===== src/rtl/semaforo_cruzamento.sv =====
// Two-road intersection controller: main road A stays green until a latched crossing request is served.
// Optional night flashing mode is enabled by defining SEMAFORO_NOTURNO_EN.
module semaforo_cruzamento #(
  parameter int CNT_W         = 8,
  parameter int T_VERDE_A_MIN = 20,
  parameter int T_AMARELO     = 5,
  parameter int T_VERMELHO    = 2,
  parameter int T_VERDE_B     = 15,
  parameter int T_PISCA       = 8
) (
  input  logic       clk,
  input  logic       rst,
  input  logic       bt,
  input  logic       noturno,
  output logic [2:0] A,
  output logic [2:0] B,
  output logic [2:0] estado,
  output logic       pedido_pendente
);

  typedef enum logic [2:0] {
    A_VERDE    = 3'd0,
    A_AMARELO  = 3'd1,
    VERMELHO_1 = 3'd2,
    B_VERDE    = 3'd3,
    B_AMARELO  = 3'd4,
    VERMELHO_2 = 3'd5,
    PISCA      = 3'd6
  } estado_t;

  localparam logic [CNT_W-1:0] FIM_VA = CNT_W'(T_VERDE_A_MIN - 1);
  localparam logic [CNT_W-1:0] FIM_AM = CNT_W'(T_AMARELO - 1);
  localparam logic [CNT_W-1:0] FIM_VM = CNT_W'(T_VERMELHO - 1);
  localparam logic [CNT_W-1:0] FIM_VB = CNT_W'(T_VERDE_B - 1);

  estado_t          est;
  logic [CNT_W-1:0] cnt;
  logic             bt_s1, bt_s2, bt_s3;
  logic             subida;

  // bt_s3 is a delayed copy of the synchronised level, used only for edge detection
  assign subida = bt_s2 & ~bt_s3;

`ifdef SEMAFORO_NOTURNO_EN
  localparam logic [CNT_W-1:0] FIM_PI = CNT_W'(T_PISCA - 1);
  logic n_s1, n_s2;
  logic fase;
`else
  localparam int unused_t_pisca = T_PISCA;
  logic unused_noturno;
  assign unused_noturno = noturno;
`endif

  always_ff @(posedge clk or posedge rst) begin
    if (rst) begin
      est             <= A_VERDE;
      cnt             <= '0;
      bt_s1           <= 1'b0;
      bt_s2           <= 1'b0;
      bt_s3           <= 1'b0;
      pedido_pendente <= 1'b0;
`ifdef SEMAFORO_NOTURNO_EN
      n_s1            <= 1'b0;
      n_s2            <= 1'b0;
      fase            <= 1'b0;
`endif
    end else begin
      bt_s1           <= bt;
      bt_s2           <= bt_s1;
      bt_s3           <= bt_s2;
      cnt             <= cnt + 1'b1;
      pedido_pendente <= pedido_pendente | subida;
`ifdef SEMAFORO_NOTURNO_EN
      n_s1            <= noturno;
      n_s2            <= n_s1;
      if (n_s2 && est != PISCA) begin
        est             <= PISCA;
        cnt             <= '0;
        fase            <= 1'b0;
        pedido_pendente <= 1'b0;
      end else
`endif
      case (est)
        A_VERDE: begin
          // counter parks at the minimum-green mark until a request shows up
          if (cnt == FIM_VA) begin
            if (pedido_pendente) begin
              est <= A_AMARELO;
              cnt <= '0;
            end else begin
              cnt <= cnt;
            end
          end
        end
        A_AMARELO: if (cnt == FIM_AM) begin est <= VERMELHO_1; cnt <= '0; end
        VERMELHO_1: begin
          if (cnt == FIM_VM) begin
            est             <= B_VERDE;
            cnt             <= '0;
            pedido_pendente <= subida;
          end
        end
        B_VERDE:    if (cnt == FIM_VB) begin est <= B_AMARELO;  cnt <= '0; end
        B_AMARELO:  if (cnt == FIM_AM) begin est <= VERMELHO_2; cnt <= '0; end
        VERMELHO_2: if (cnt == FIM_VM) begin est <= A_VERDE;    cnt <= '0; end
`ifdef SEMAFORO_NOTURNO_EN
        PISCA: begin
          pedido_pendente <= 1'b0;
          if (!n_s2) begin
            est <= VERMELHO_2;
            cnt <= '0;
          end else if (cnt == FIM_PI) begin
            cnt  <= '0;
            fase <= ~fase;
          end
        end
`endif
        default: begin
          est <= VERMELHO_2;
          cnt <= '0;
        end
      endcase
    end
  end

  always_comb begin
    A = 3'b001;
    B = 3'b001;
    case (est)
      A_VERDE:   A = 3'b100;
      A_AMARELO: A = 3'b010;
      B_VERDE:   B = 3'b100;
      B_AMARELO: B = 3'b010;
`ifdef SEMAFORO_NOTURNO_EN
      PISCA: begin
        A = fase ? 3'b000 : 3'b010;
        B = fase ? 3'b000 : 3'b010;
      end
`endif
      default: ;
    endcase
  end

  assign estado = est;

endmodule

===== config.mk =====
export PLATFORM = sky130hd
export DESIGN_NAME = semaforo_cruzamento
export DESIGN_NICKNAME = d
export VERILOG_FILES = /design/src/rtl/semaforo_cruzamento.sv
export SDC_FILE = /design/constraint.sdc
export NUM_CORES = 1
export LEC_CHECK = 0
export ABC_AREA = 0
export CAP_MARGIN = 20
export CORE_AREA = 2 2 40 46
export DETAILED_ROUTE_END_ITERATION = 16
export DIE_AREA = 0 0 42 48
export DONT_BUFFER_PORTS = 1
export GPL_ROUTABILITY_DRIVEN = 0
export PLACE_DENSITY = 0.73
export SYNTH_ARGS = -nofsm -noshare
export SYNTH_HDL_FRONTEND = slang
export SYNTH_SLANG_ARGS = --single-unit

===== constraint.sdc =====
create_clock -name clk -period 2.1 [get_ports clk]
set_input_delay 0.21 -clock clk [delete_from_list [all_inputs] [get_ports clk]]
set_output_delay 0.21 -clock clk [all_outputs]
set_load 0.01 [all_outputs]

==> impl_results.md <==
- Post-route ant nets: 0
- Placed Cells incl. Taps: 98
- Hold_sp: bt_s1
- Reg2reg path depth: 7
- Finished Layout Cells: 104
- Total GRT Usage: 16.33%
- Die area: 0.002016 mm^2
- Port bufs: 0
- Worst-path fanout max: 7
- Syn avg cell area: 10.23 um^2
- Initial Util: 56.54%
- Largest family of logic cells by synthesized area: simple AND/OR/NAND/NOR gates
- CP Data Required Time: 2.32 ns
- I/O pin cnt: 14
- Inserted Diodes: 0
- Tightest Pin Transition: 0.5639 ns
- Leak: 0.4317 nW
- Syn-to-layout area delta: 5.822%
- Status: complete, no violations
- R2R Path End: estado[0]
- Maximum Capacitance Violations: 0
- Clock Latency Late Sink: 0.29 ns
- Synthesized area: 859.6 um^2
- Element type at the critical path end: flop
- Hold Crit Depth: 0
- GR Overflow Total: 0
- Iteration-0 DRC Markers: 10
- Setup_tns: 0 ns
- Final Slew Violations: 0
- Wire length of the first global-routing pass: 2339 um
- First-pass DRT Iterations: 4
- DRC: 0
- Clk_skew: 0.004596 ns
- Vias/cell: 5.538
- Synth Warn #: 0
- Total Wirelength: 1405 um
- Die W: 42 um
- # resized after CTS: 0
- Row count: 15
- Period utilization: 87.43%
- Reg-to-reg slack, setup: 0.26 ns
- Vias in the first global route: 525
- RSZ-0062 raised after global routing: false
- Setup crit start kind: flop
- Yosys reg bits: 15
- Compound-Gate Fraction of Synth Area: 10.04%
- Vias: 576
- CORE AREA: 0.001520 mm^2
- WHS Endpoint: bt_s2
- Max-slew headroom: 62.37%
- Post-DP HPWL: 1015 um
- CP max stage delay: 0.43 ns
- Critical path arrival: 2.06 ns
- Worst hold path type: flop to flop
- NumNets Final: 96
- Wire length per cell: 13.51 um
- CTS tree: done
- Final Hold Fails: 0
- Die Ht: 48 um
- Hold Buf Count CTS: 2
- Syn Inst Count: 84
- Adder-Cell Fraction of Synth Area: 5.822%
- P per Cell Area: 1309 mW/mm^2
- Post-synthesis sequential area ratio: 43.67%
- TritonCTS Buffers: 3
- Synth Area in Simple Gates: 26.78%
- Setup Fix Bufs, Post-CTS: 0
- Multiplexer share of the synthesized area: 2.475%
- Reg-to-reg startpoint: cnt[1]
- Yosys cell types: 33
- Root buffer cell: clkbuf_4
- Period minus WS final: 1.836 ns
- Placed cell area: 863.3 um^2
- Design area: 909.6 um^2
- Cells along the critical path: inv_1 -> ha_1 -> nor3b_1 -> o21a_1 -> o221ai_2 -> nor2_4 -> mux2i_1
- Share of cells above drive strength 1: 14.94%
- Critical Path Slowest Stage Cell: dfrtp_1
- Worst-case clock buffer depth: 2
- Final setup vio count: 0
- WS Path Type: flop to flop
- Net Count, Synth: 92
- Post-synthesis xor/xnor area fraction: 6.114%
- Fmax: 544.7 MHz
- Antenna violations before repair: 0
- Clk slew on worst S/H paths: 0.09 ns
- Maximum vdd drop: 0.0006986 V
- Clock sinks: 15
- Pin count of the biggest net entering global routing: 16
- H-Tree Level Count: 1
## report_power, final
| part | internal (mW) | total [mW] | switching (mW) | leakage, nW |
|---|---|---|---|---|
| clock network | 0.0740 | 0.167 | 0.0929 | 0.0150 |
| logic | 0.223 | 0.515 | 0.292 | 0.227 |
| registers | 0.359 | 0.509 | 0.149 | 0.189 |
| total | 0.657 | 1.19 | 0.534 | 0.432 |
## cell type report
type / count / area, um^2
Timing Repair Buffer: 2 / 20.02
Inverter: 7 / 26.28
Sequential cell: 15 / 375.4
Fill cell: 121 / 610.6
Multi-Input combinational cell: 59 / 440.4
Tap cell: 17 / 21.27
Clock buffer: 4 / 26.28
## state kept, by name, summed over array words and instances, names as in the netlist, named ones only
| register | count |
|---|---|
| bt_s2 | 1 |
| bt_s3 | 1 |
| estado | 2 |
| cnt | 8 |
| bt_s1 | 1 |
| pedido_pendente | 1 |
## per-layer routing
layer	share of wire [%]	GRT usage (%)	vias to the layer above	wire, um
met2	43	25.31	12	604
met4	3.2	11.61	0	45
met3	3.3	3.774	5	47
li1	-	-	294	-
met1	50	20.66	265	708
met5	0	0	-	0
## cell usage after synthesis
master | count | area [um^2]
xor2_1 | 3 | 26.28
dfrtp_1 | 15 | 375.4
nor4_4 | 1 | 21.27
and3b_1 | 1 | 8.760
mux2_2 | 1 | 11.26
nand3b_1 | 1 | 7.510
a21oi_1 | 6 | 30.03
nand3_1 | 4 | 20.02
inv_1 | 6 | 22.52
nor2_1 | 8 | 30.03
nor3_1 | 1 | 5.000
nor3_2 | 1 | 10.01
mux2i_1 | 1 | 10.01
inv_2 | 1 | 3.750
o221ai_2 | 1 | 15.01
ha_1 | 4 | 50.05
or2_2 | 1 | 6.260
xnor2_1 | 3 | 26.28
nor3_4 | 1 | 16.27
o21a_1 | 1 | 7.510
nand2b_1 | 2 | 12.51
nor4_1 | 1 | 6.260
a22o_1 | 2 | 17.52
and3_1 | 4 | 25.02
o22ai_1 | 1 | 6.260
and3_2 | 1 | 7.510
buf_4 | 1 | 7.510
o211a_1 | 1 | 10.01
buf_2 | 2 | 10.01
nor3b_1 | 2 | 15.01
nor3b_2 | 1 | 12.51
nand2_1 | 4 | 15.01
nor2_4 | 1 | 11.26
## metrics by stage
step	utilization (%)	total power [mW]	setup slack [ns]	hold WS [ns]
2_1_floorplan	-	0.9470	0.4856	0.1115
3_3_place_gp	56.79	1.018	0.2772	0.1765
3_5_place_dp	56.79	1.025	0.2885	0.1912
4_1_cts	59.84	1.200	0.2481	0.3632
5_1_grt	59.84	1.289	0.08714	0.3762
6_report	59.84	1.190	0.2641	0.3594
## critical path: cells and delay by family, from the launching register on
family	cells	cell delay [ns]
adders and majority gates	1	0.14
DFF	1	0.43
muxes	1	0.20
AOI/OAI and AO/OA	2	0.37
and+or+nand+nor	2	0.54
buffers and inverters	1	0.10
## kinds of logic after synthesis
kind of cell | after synthesis
buf+inv | 10
fa+ha+maj | 4
xor+xnor | 6
mux | 2
compound gates | 12
flops | 15
simple gates | 35
## worst max path at each step
stage                 to  slack, ns  startpoint
6_report       estado[0]       0.26      cnt[1]
2_1_floorplan  estado[0]       0.49      cnt[1]
5_1_grt        estado[0]       0.09      cnt[1]
3_3_place_gp   estado[0]       0.28      cnt[1]
4_1_cts        estado[0]       0.25      cnt[1]
3_5_place_dp   estado[0]       0.29      cnt[1]
## placed cells by master (no fill, tap or decap), drive strengths merged
master	count
xor2	3
dfrtp	15
ha	4
a22o	2
o211a	1
xnor2	3
nor3b	3
inv	7
and3	5
o221ai	1
nand3	4
o22ai	1
nand2	4
nor3	3
o21a	1
nor2	9
and3b	1
mux2i	1
mux2	1
nor4	2
a21oi	6
dlygate4sd3	2
clkbuf	4
or2	1
nand2b	2
nand3b	1
Note: power is estimated with default switching activity, not from simulation.
